### config.mk
export PLATFORM = sky130hd
export DESIGN_NAME = uart_port
export DESIGN_NICKNAME = d
export VERILOG_FILES = /design/src/rtl/uart_defs.sv /design/src/rtl/uart_bit_timer.sv /design/src/rtl/uart_port.sv
export SDC_FILE = /design/constraint.sdc
export NUM_CORES = 1
export LEC_CHECK = 0
export ABC_AREA = 1
export CAP_MARGIN = 20
export CORE_ASPECT_RATIO = 1.1
export CORE_MARGIN = 1.5
export CORE_UTILIZATION = 40
export DETAILED_ROUTE_END_ITERATION = 16
export DONT_BUFFER_PORTS = 1
export PLACE_DENSITY_LB_ADDON = 0.25
export SKIP_LAST_GASP = 1
export SLEW_MARGIN = 20
export SYNTH_ARGS = -nofsm -noshare
export SYNTH_HDL_FRONTEND = slang
export SYNTH_SLANG_ARGS = --single-unit
### constraint.sdc
create_clock -name clk -period 1.7 [get_ports clk]
set_input_delay 0.255 -clock clk [delete_from_list [all_inputs] [get_ports clk]]
set_output_delay 0.255 -clock clk [all_outputs]
set_load 0.02 [all_outputs]
### src/rtl/uart_defs.sv
// Shared 8N1 framing constants and FSM state encodings for the UART port.
package uart_defs;

    localparam int DATA_BITS  = 8;
    localparam int FRAME_BITS = 10;

    typedef enum logic [1:0] {
        TX_IDLE  = 2'd0,
        TX_START = 2'd1,
        TX_DATA  = 2'd2,
        TX_STOP  = 2'd3
    } tx_state_t;

    typedef enum logic [1:0] {
        RX_IDLE  = 2'd0,
        RX_START = 2'd1,
        RX_DATA  = 2'd2,
        RX_STOP  = 2'd3
    } rx_state_t;

endpackage

### src/rtl/uart_bit_timer.sv
// Down-counting bit timer: load sets the count, done is high while enabled at zero.
module uart_bit_timer #(
    parameter int CNT_W = 16
) (
    input  logic             clk,
    input  logic             rst,
    input  logic             load,
    input  logic [CNT_W-1:0] load_val,
    input  logic             en,
    output logic             done
);

    logic [CNT_W-1:0] cnt_reg;

    // Holds at zero instead of wrapping; the owner reloads on done.
    always_ff @(posedge clk or negedge rst) begin
        if (!rst) begin
            cnt_reg <= '0;
        end else if (load) begin
            cnt_reg <= load_val;
        end else if (en && (cnt_reg != '0)) begin
            cnt_reg <= cnt_reg - 1'b1;
        end
    end

    assign done = en && (cnt_reg == '0);

endmodule

### src/rtl/uart_port.sv
// 8N1 UART with independent transmitter and receiver sharing one clock divider setting.
module uart_port
    import uart_defs::*;
#(
    parameter int CLKS_PER_BIT = 104,
    parameter int CNT_W        = 16
) (
    input  logic       clk,
    input  logic       rst,
    input  logic [7:0] tx_byte,
    input  logic       transmit,
    output logic       is_transmitting,
    output logic       tx,
    input  logic       rx,
    output logic [7:0] rx_byte,
    output logic       received,
    output logic       recv_error,
    output logic       is_receiving
);

    localparam logic [CNT_W-1:0] FULL_LOAD = CNT_W'(CLKS_PER_BIT - 1);
    localparam logic [CNT_W-1:0] HALF_LOAD = CNT_W'(CLKS_PER_BIT / 2 - 1);
    localparam logic [2:0]       LAST_BIT  = 3'(DATA_BITS - 1);

    // ---------------- transmitter ----------------
    tx_state_t  tx_state_reg, tx_state_next;
    logic [7:0] tx_shift_reg, tx_shift_next;
    logic [2:0] tx_bit_reg, tx_bit_next;
    logic       tx_reg, tx_next;
    logic       tx_busy_reg, tx_busy_next;
    logic       tx_accept, tx_tick;

    always_comb begin
        tx_state_next = tx_state_reg;
        tx_shift_next = tx_shift_reg;
        tx_bit_next   = tx_bit_reg;
        tx_accept     = 1'b0;
        case (tx_state_reg)
            TX_IDLE: begin
                if (transmit) begin
                    tx_accept     = 1'b1;
                    tx_shift_next = tx_byte;
                    tx_bit_next   = '0;
                    tx_state_next = TX_START;
                end
            end
            TX_START: if (tx_tick) tx_state_next = TX_DATA;
            TX_DATA: begin
                if (tx_tick) begin
                    tx_shift_next = {1'b0, tx_shift_reg[7:1]};
                    tx_bit_next   = tx_bit_reg + 1'b1;
                    if (tx_bit_reg == LAST_BIT) tx_state_next = TX_STOP;
                end
            end
            default: if (tx_tick) tx_state_next = TX_IDLE;
        endcase
        // Line level is decoded from the next state so tx leaves a flop.
        tx_next = 1'b1;
        if (tx_state_next == TX_START)     tx_next = 1'b0;
        else if (tx_state_next == TX_DATA) tx_next = tx_shift_next[0];
        tx_busy_next = (tx_state_next != TX_IDLE);
    end

    always_ff @(posedge clk or negedge rst) begin
        if (!rst) begin
            tx_state_reg <= TX_IDLE;
            tx_shift_reg <= '0;
            tx_bit_reg   <= '0;
            tx_reg       <= 1'b1;
            tx_busy_reg  <= 1'b0;
        end else begin
            tx_state_reg <= tx_state_next;
            tx_shift_reg <= tx_shift_next;
            tx_bit_reg   <= tx_bit_next;
            tx_reg       <= tx_next;
            tx_busy_reg  <= tx_busy_next;
        end
    end

    uart_bit_timer #(.CNT_W(CNT_W)) u_tx_timer (
        .clk      (clk),
        .rst      (rst),
        .load     (tx_accept || tx_tick),
        .load_val (FULL_LOAD),
        .en       (tx_state_reg != TX_IDLE),
        .done     (tx_tick)
    );

    assign tx              = tx_reg;
    assign is_transmitting = tx_busy_reg;

    // ---------------- receiver ----------------
    logic       rx_meta_reg, rx_sync_reg, rx_prev_reg;
    rx_state_t  rx_state_reg, rx_state_next;
    logic [7:0] rx_shift_reg, rx_shift_next;
    logic [2:0] rx_bit_reg, rx_bit_next;
    logic [7:0] rx_byte_reg, rx_byte_next;
    logic       received_reg, received_next;
    logic       recv_error_reg, recv_error_next;
    logic       is_receiving_reg, is_receiving_next;
    logic       rx_load, rx_tick;
    logic [CNT_W-1:0] rx_load_val;

    always_comb begin
        rx_state_next   = rx_state_reg;
        rx_shift_next   = rx_shift_reg;
        rx_bit_next     = rx_bit_reg;
        rx_byte_next    = rx_byte_reg;
        received_next   = 1'b0;
        recv_error_next = 1'b0;
        rx_load         = 1'b0;
        case (rx_state_reg)
            RX_IDLE: begin
                // Edge-armed: a line held low after a framing error cannot retrigger.
                if (rx_prev_reg && !rx_sync_reg) begin
                    rx_load       = 1'b1;
                    rx_state_next = RX_START;
                end
            end
            RX_START: begin
                if (rx_tick) begin
                    rx_load       = 1'b1;
                    rx_bit_next   = '0;
                    rx_state_next = rx_sync_reg ? RX_IDLE : RX_DATA;
                end
            end
            RX_DATA: begin
                if (rx_tick) begin
                    rx_load       = 1'b1;
                    rx_shift_next = {rx_sync_reg, rx_shift_reg[7:1]};
                    rx_bit_next   = rx_bit_reg + 1'b1;
                    if (rx_bit_reg == LAST_BIT) rx_state_next = RX_STOP;
                end
            end
            default: begin
                if (rx_tick) begin
                    rx_state_next = RX_IDLE;
                    if (rx_sync_reg) begin
                        rx_byte_next  = rx_shift_reg;
                        received_next = 1'b1;
                    end else begin
                        recv_error_next = 1'b1;
                    end
                end
            end
        endcase
        is_receiving_next = (rx_state_next == RX_DATA) || (rx_state_next == RX_STOP);
        rx_load_val       = (rx_state_reg == RX_IDLE) ? HALF_LOAD : FULL_LOAD;
    end

    always_ff @(posedge clk or negedge rst) begin
        if (!rst) begin
            rx_meta_reg      <= 1'b1;
            rx_sync_reg      <= 1'b1;
            rx_prev_reg      <= 1'b1;
            rx_state_reg     <= RX_IDLE;
            rx_shift_reg     <= '0;
            rx_bit_reg       <= '0;
            rx_byte_reg      <= '0;
            received_reg     <= 1'b0;
            recv_error_reg   <= 1'b0;
            is_receiving_reg <= 1'b0;
        end else begin
            rx_meta_reg      <= rx;
            rx_sync_reg      <= rx_meta_reg;
            rx_prev_reg      <= rx_sync_reg;
            rx_state_reg     <= rx_state_next;
            rx_shift_reg     <= rx_shift_next;
            rx_bit_reg       <= rx_bit_next;
            rx_byte_reg      <= rx_byte_next;
            received_reg     <= received_next;
            recv_error_reg   <= recv_error_next;
            is_receiving_reg <= is_receiving_next;
        end
    end

    uart_bit_timer #(.CNT_W(CNT_W)) u_rx_timer (
        .clk      (clk),
        .rst      (rst),
        .load     (rx_load),
        .load_val (rx_load_val),
        .en       (rx_state_reg != RX_IDLE),
        .done     (rx_tick)
    );

    assign rx_byte      = rx_byte_reg;
    assign received     = received_reg;
    assign recv_error   = recv_error_reg;
    assign is_receiving = is_receiving_reg;

endmodule
==> impl_metrics.py, run 1 <==
metrics = {
    "yosys": {
        "ys.flop_type": "dfrtp_1",
        "synth_warnings": 0,
        "synthSimpleGateAreaFrac_pct": 29.1,
        "synth-seq-area-share_pct": 48.1,
        "synth-seq-cells": 74,
        "synth.top_cell.area_share_pct": 45.4,
        "synth_edf_count": 0,
        "synth_fa_ha_area_share_pct": 3.89,
        "syn_area_um2": 3860,
        "ys_async_sr_fraction_pct": 100,
        "syn-mean-instance-area_um2": 8.76,
        "synth_top_family_by_area": "simple AND/OR/NAND/NOR gates",
        "synth_compound_area_share_pct": 8.81,
        "synth_top_area_cell": "dfrtp_1",
        "postSynthCellCount": 441,
        "syn-num-nets": 465,
        "synth_cell_type_count": 37,
        "netlist_top_cells_area": "dfrtp_1 45%, nand2_1 11%, nand3_1 5.4%",
        "muxShareOfSynthArea_pct": 0,
        "synth_xor_area_share_pct": 4.31,
    },
    "global_route": {
        "gr-usage-met2_pct": 26.5,
        "antenna_found_initial": 0,
        "use_met3_pct": 3.29,
        "busiest_layer": "met2",
        "grt_pass1_vias": 2940,
        "grt-ovfl-total": 0,
        "met1_usage_pct": 19.1,
        "grt_max_degree": 75,
        "grt_pass1_wl_um": 13100,
        "grt_use_total_pct": 15.6,
    },
    "drt": {
        "drt_iter0_markers": 89,
        "drt_first_pass_iters": 5,
        "vias_per_cell": 4.90,
        "drc": 0,
        "ant_nets": 0,
        "avgRoutedWirePerCell_um": 12.6,
        "vias": 2918,
        "drt-total-wl_um": 7500,
    },
    "sta": {
        "drv_slew": 0,
        "rsz0062_at_grt": "yes",
        "final-setup-viol-count": 0,
        "final-hold-violation-count": 74,
        "period_share_pct": 94.5,
        "period_needed_ns": 1.61,
        "hold_ws_ns": -0.400,
        "fmax_mhz": 622,
        "worst_pin_slew_ns": 0.401,
        "fin_tns_setup_ns": 0,
        "slew_headroom_pct": 73.0,
        "finClkSkew_ns": 0.00566,
    },
    "pwr": {
        "power_frac_seq_pct": 42.5,
        "switchingPower_w": 0.00178,
        "intPower_w": 0.00320,
        "combPwrFrac_pct": 33.7,
        "irDropWorstVdd_v": 0.000471,
        "clkPwrFrac_pct": 23.8,
        "p_leak_nw": 2.17,
        "netSwitchingFraction_pct": 35.7,
        "power_density_nw_per_um2": 1130,
    },
    "floorplan": {
        "fp.dieArea_um2": 10300,
        "num_rows": 37,
        "die-width_um": 96.7,
        "die_y_um": 106,
        "ios": 25,
        "start_util_pct": 41.3,
        "core-area_um2": 9350,
    },
    "clock_network": {
        "cts_htree_levels": 3,
        "cts_tree": "yes",
        "cts_buffers": 9,
        "clkTransAtPathRegs_ns": 0.07,
        "ctsHoldBuffers": 1,
        "ctsRootBufferMaster": "clkbuf_8",
        "cts_sinks": 74,
        "cts_buffer_depth": 2,
        "insertion_delay_ns": 0.34,
    },
    "job": {
        "maxCapViolCount": 0,
    },
    "worst_setup_path": {
        "path_cells": "nor2_4 -> nand2_2 -> nor2_4 -> nand2_4 -> nor2_8 -> nand2_4 -> buf_12 -> nand2_1 -> o21ai_2",
        "crit_type": "flop to flop",
        "slowest_delay_ns": 0.45,
        "crit_path_start_kind": "flop",
        "cpMaxStageDelayCell": "dfrtp_2",
        "cp_data_arrival_time_ns": 1.84,
        "cp-end-kind": "flop",
        "crit_required_ns": 1.93,
        "worst-path-max-fanout": 16,
    },
    "placed_design": {
        "dpl.hpwl_um": 5180,
        "place.gp.congestion": 0.842,
        "dp_cells": 573,
        "io_buffer_count": 0,
    },
    "layout": {
        "fillers": 927,
        "multi_input_area_um2": 1860,
        "final_common_cell": "nand2_1",
        "num-nets-final": 498,
        "diodes": 0,
        "drive_above_1_share_pct": 23.2,
        "mostFrequentLayoutCells": "108 x nand2_1, 69 x dfrtp_1, 42 x nand3_1, 37 x nor2_1, 34 x inv_1",
        "fin_cells": 596,
        "seq_area_um2": 1860,
        "area_growth_pct": 14.6,
    },
    "status": {
        "violations": "negative hold slack",
        "status": "complete, but fails checks",
    },
    "min_path": {
        "hold_path_class": "input pin to async pin",
    },
}
[what timing repair did]
action | 4_1_cts | 5_1_grt
gates resized for setup | 0 | 19
setup endpoints to repair | 0 | 46
hold endpoints to repair | 75 | 74
buffers inserted | 0 | 5
[critical path, delay by kind of cell (launching register included)]
kind,cells,cell delay [ns]
compound gates,1,0.05
buf+inv,1,0.16
flops,1,0.45
simple gates,7,0.84
[cells in the mapped netlist (3+ instances only)]
master   instances
dfrtp_1         70
nand2_1        109
nand2_2          9
a21oi_1          8
nor3_1           4
nor2_4           4
nor4_1           3
inv_2            7
nand4_1          6
inv_1           38
o21ai_2         16
nor2_1          37
xor2_1           9
ha_1            12
dfstp_2          4
nand3_1         42
nand2_4          4
buf_6            4
o21ai_0         15
xnor2_1         10
nor2_2          11
[kinds of logic (layout without fill, tap and decap cells)]
family	after synthesis	in the layout
xor gates and xnor gates	19	19
buffers and inverters	51	88
DFF	74	74
adders and majority gates	12	12
AOI/OAI and AO/OA	49	49
and+or+nand+nor	236	237
[path summary, 6_finish.rpt]
| kind | startpoint | to | slack, ns | depth (start not counted) |
|---|---|---|---|---|
| max | u_rx_timer.cnt_reg[6] | rx_shift_reg[4] | 0.09 | 9 |
| max in group asynchronous | rst | rx_sync_reg | 1.90 | 0 |
| max reg2reg | u_rx_timer.cnt_reg[6] | rx_shift_reg[4] | 0.09 | 9 |
| min reg2reg | rx_meta_reg | rx_sync_reg | 0.39 | 0 |
| min in group clk | tx_byte[7] | tx_shift_reg[7] | 0.04 | 2 |
| min | rst | u_tx_timer.cnt_reg[4] | -0.40 | 0 |
[area by class of cell]
cell class                 instances  area share [%]
inverter                          45            3.87
clock buffer                      13            3.36
timing repair buffer              27            5.20
sequential                        74            42.0
clock inverter                     3           0.339
multi-input combinational        317            41.9
tap                              117            3.31
[per-stage QoR]
stage	power, W	instance area (um2)	utilization, %	setup slack (ns)
2_1_floorplan	0.00321	3860	-	0.0574
3_3_place_gp	0.00364	4140	44.2	0.0647
3_5_place_dp	0.00365	4140	44.2	0.00745
4_1_cts	0.00488	4310	46.1	0.00486
5_1_grt	0.00535	4430	47.3	-0.0148
6_report	0.00498	4430	47.3	0.0931
[power by group through the flow]
stage	combinational (W)	clock [W]	sequential [W]
finish	0.00168	0.00119	0.00212
global route	0.00190	0.00131	0.00214
CTS	0.00153	0.00125	0.00211
detailed placement	0.00152	0	0.00214
global placement	0.00150	0	0.00214
floorplan	0.00107	0	0.00214
[layer usage]
| metal | wire length [um] | share of wire (%) |
|---|---|---|
| met4 | 89 | 1.2 |
| met5 | 0 | 0 |
| met2 | 3740 | 50 |
| met3 | 147 | 2.0 |
| met1 | 3520 | 47 |
Note: power is estimated with default switching activity, not from simulation.
==> inputs of run 2 (changes only) <==
--- a/config.mk
+++ b/config.mk
@@ -11,8 +11,7 @@
 export CORE_MARGIN = 1.5
 export CORE_UTILIZATION = 40
 export DETAILED_ROUTE_END_ITERATION = 16
-export DONT_BUFFER_PORTS = 1
-export PLACE_DENSITY_LB_ADDON = 0.25
+export PLACE_DENSITY = 0.67
 export SKIP_LAST_GASP = 1
 export SLEW_MARGIN = 20
 export SYNTH_ARGS = -nofsm -noshare
==> run 2 against run 1 <==
Against the previous run: the flow now finishes without violations; via count up 6.0%; power up 6.8%; flip-flop and latch count did not move; count of clock-buffer cells in the layout decreased by 3; worst setup slack got worse by 0.040 ns; routed wire length rose by 4.6%; die area did not move; non-clock buffer count rose by 33; sequential power barely moved; final cell count increased by 5.5%; clock power is 18% higher; critical path type unchanged; largest cell class unchanged.
==> impl_metrics.py, run 2 (synthesis gave the netlist of run 1 again) <==
metrics = {
    "global_route": {
        "grt-ovfl-total": 0,
        "grt_pass1_vias": 3110,
        "grt_pass1_wl_um": 13300,
        "antenna_found_initial": 0,
        "grt_use_total_pct": 15.6,
        "grt_max_degree": 34,
    },
    "drt": {
        "avgRoutedWirePerCell_um": 12.5,
        "ant_nets": 0,
        "drt_iter0_markers": 153,
        "drt-total-wl_um": 7850,
        "drt_first_pass_iters": 4,
        "drc": 0,
        "vias_per_cell": 4.92,
        "vias": 3094,
    },
    "worst_setup_path": {
        "crit_type": "flop to flop",
        "worst-path-max-fanout": 12,
        "crit_required_ns": 1.92,
        "cp_top_family": "simple AND/OR/NAND/NOR gates",
        "cpMaxStageDelayCell": "dfrtp_1",
        "cp_data_arrival_time_ns": 1.87,
        "cp-end-kind": "flop",
        "crit_buf_inv": 1,
        "slowest_delay_ns": 0.48,
        "path_cells": "nor2_4 -> nand2_1 -> nor2_4 -> nand4_1 -> nand2_2 -> nand2_4 -> clkbuf_16 -> nand3_1 -> nand3_1",
        "crit_path_start_kind": "flop",
    },
    "floorplan": {
        "fp.dieArea_um2": 10300,
        "start_util_pct": 41.3,
        "ios": 25,
        "core-area_um2": 9350,
        "die_y_um": 106,
        "num_rows": 37,
        "die-width_um": 96.7,
    },
    "clock_network": {
        "ctsRootBufferMaster": "clkbuf_8",
        "cts_buffers": 9,
        "cts_buffer_depth": 2,
        "cts_sinks": 74,
        "clkTransAtPathRegs_ns": 0.07,
        "cts_htree_levels": 3,
        "insertion_delay_ns": 0.35,
        "cts_tree": "yes",
    },
    "layout": {
        "area_growth_pct": 25.1,
        "final_common_cell": "nand2_1",
        "num-nets-final": 531,
        "diodes": 0,
        "fin_util_pct": 51.7,
        "fillers": 856,
        "fin_cells": 629,
        "mostFrequentLayoutCells": "108 x nand2_1, 68 x dfrtp_1, 42 x nand3_1, 37 x nor2_1, 36 x inv_1",
        "drive_above_1_share_pct": 24.0,
    },
    "pwr": {
        "clkPwrFrac_pct": 26.3,
        "p_leak_nw": 2.35,
        "irDropWorstVdd_v": 0.000432,
        "switchingPower_w": 0.00192,
        "combPwrFrac_pct": 33.2,
        "netSwitchingFraction_pct": 36.0,
        "power_density_nw_per_um2": 1100,
        "intPower_w": 0.00340,
        "power_frac_seq_pct": 40.5,
    },
    "sta": {
        "final-setup-viol-count": 0,
        "slew_headroom_pct": 70.0,
        "period_share_pct": 96.9,
        "finClkSkew_ns": 0.0115,
        "drv_slew": 0,
        "rsz0062_at_grt": "yes",
        "final-hold-violation-count": 0,
        "fmax_mhz": 607,
        "period_needed_ns": 1.65,
        "worst_pin_slew_ns": 0.450,
    },
    "placed_design": {
        "dpl.hpwl_um": 5390,
        "place.gp.congestion": 0.846,
        "io_buffer_count": 24,
        "dp_cells": 606,
    },
    "job": {
        "maxCapViolCount": 0,
    },
    "status": {
        "status": "finished clean",
    },
    "min_path": {
        "hold_path_class": "input pin to flop",
    },
}
==> run 2: layer usage <==
layer	global-route usage (%)	vias up	part of all wire, %
met5	0	-	0
met3	3.09	20	3.5
li1	-	1561	-
met2	26.7	53	50
met4	6.31	0	1.9
met1	19.3	1460	45
==> run 2: path summary, 6_finish.rpt <==
kind | cells after the start | startpoint | end | slack [ns]
max in group asynchronous | 3 | rst | tx | 0.70
worst min-delay path | 1 | rx | rx_meta_reg | 0.34
worst min register to register | 0 | rx_meta_reg | rx_sync_reg | 0.36
worst max-delay path | 9 | u_rx_timer.cnt_reg[4] | u_rx_timer.cnt_reg[2] | 0.05
min in group asynchronous | 2 | rst | u_tx_timer.cnt_reg[11] | 0.39
worst max register to register | 9 | u_rx_timer.cnt_reg[4] | u_rx_timer.cnt_reg[2] | 0.05
==> run 2: area by class of cell <==
class	instances	area, um2	share of cell area, %
tap	117	146	3.03
multi-input combinational	317	1860	38.4
clock buffer	10	138	2.85
sequential	74	1860	38.5
timing repair buffer	60	594	12.3
clock inverter	6	65.1	1.35
inverter	45	171	3.55
==> run 2: through the flow <==
step,worst slack [ns],hold WS [ns],total power (W),setup TNS (ns),area [um2]
2_1_floorplan,0.0574,-0.0406,0.00321,0,3860
4_1_cts,0.0339,0.331,0.00513,0,4680
3_3_place_gp,0.0378,0.237,0.00366,0,4470
6_report,0.0527,0.344,0.00532,0,4830
5_1_grt,-0.0462,0.335,0.00566,-0.0549,4830
3_5_place_dp,0.00420,0.238,0.00370,0,4470
==> run 2: power groups by stage <==
stage	clock, W	combinational (W)	sequential (W)
6_report	0.00140	0.00176	0.00215
5_1_grt	0.00150	0.00198	0.00217
4_1_cts	0.00144	0.00156	0.00213
3_5_place_dp	0	0.00154	0.00216
3_3_place_gp	0	0.00151	0.00215
2_1_floorplan	0	0.00107	0.00214
==> run 2: repair_timing <==
action                                  CTS  global route
gates cloned                              0             3
pin swaps                                 0             5
buffers inserted                          0             3
endpoints found under the setup margin    1            29
hold buffers                              1             0
endpoints found under the hold margin    29             0
resized for setup                         1            19
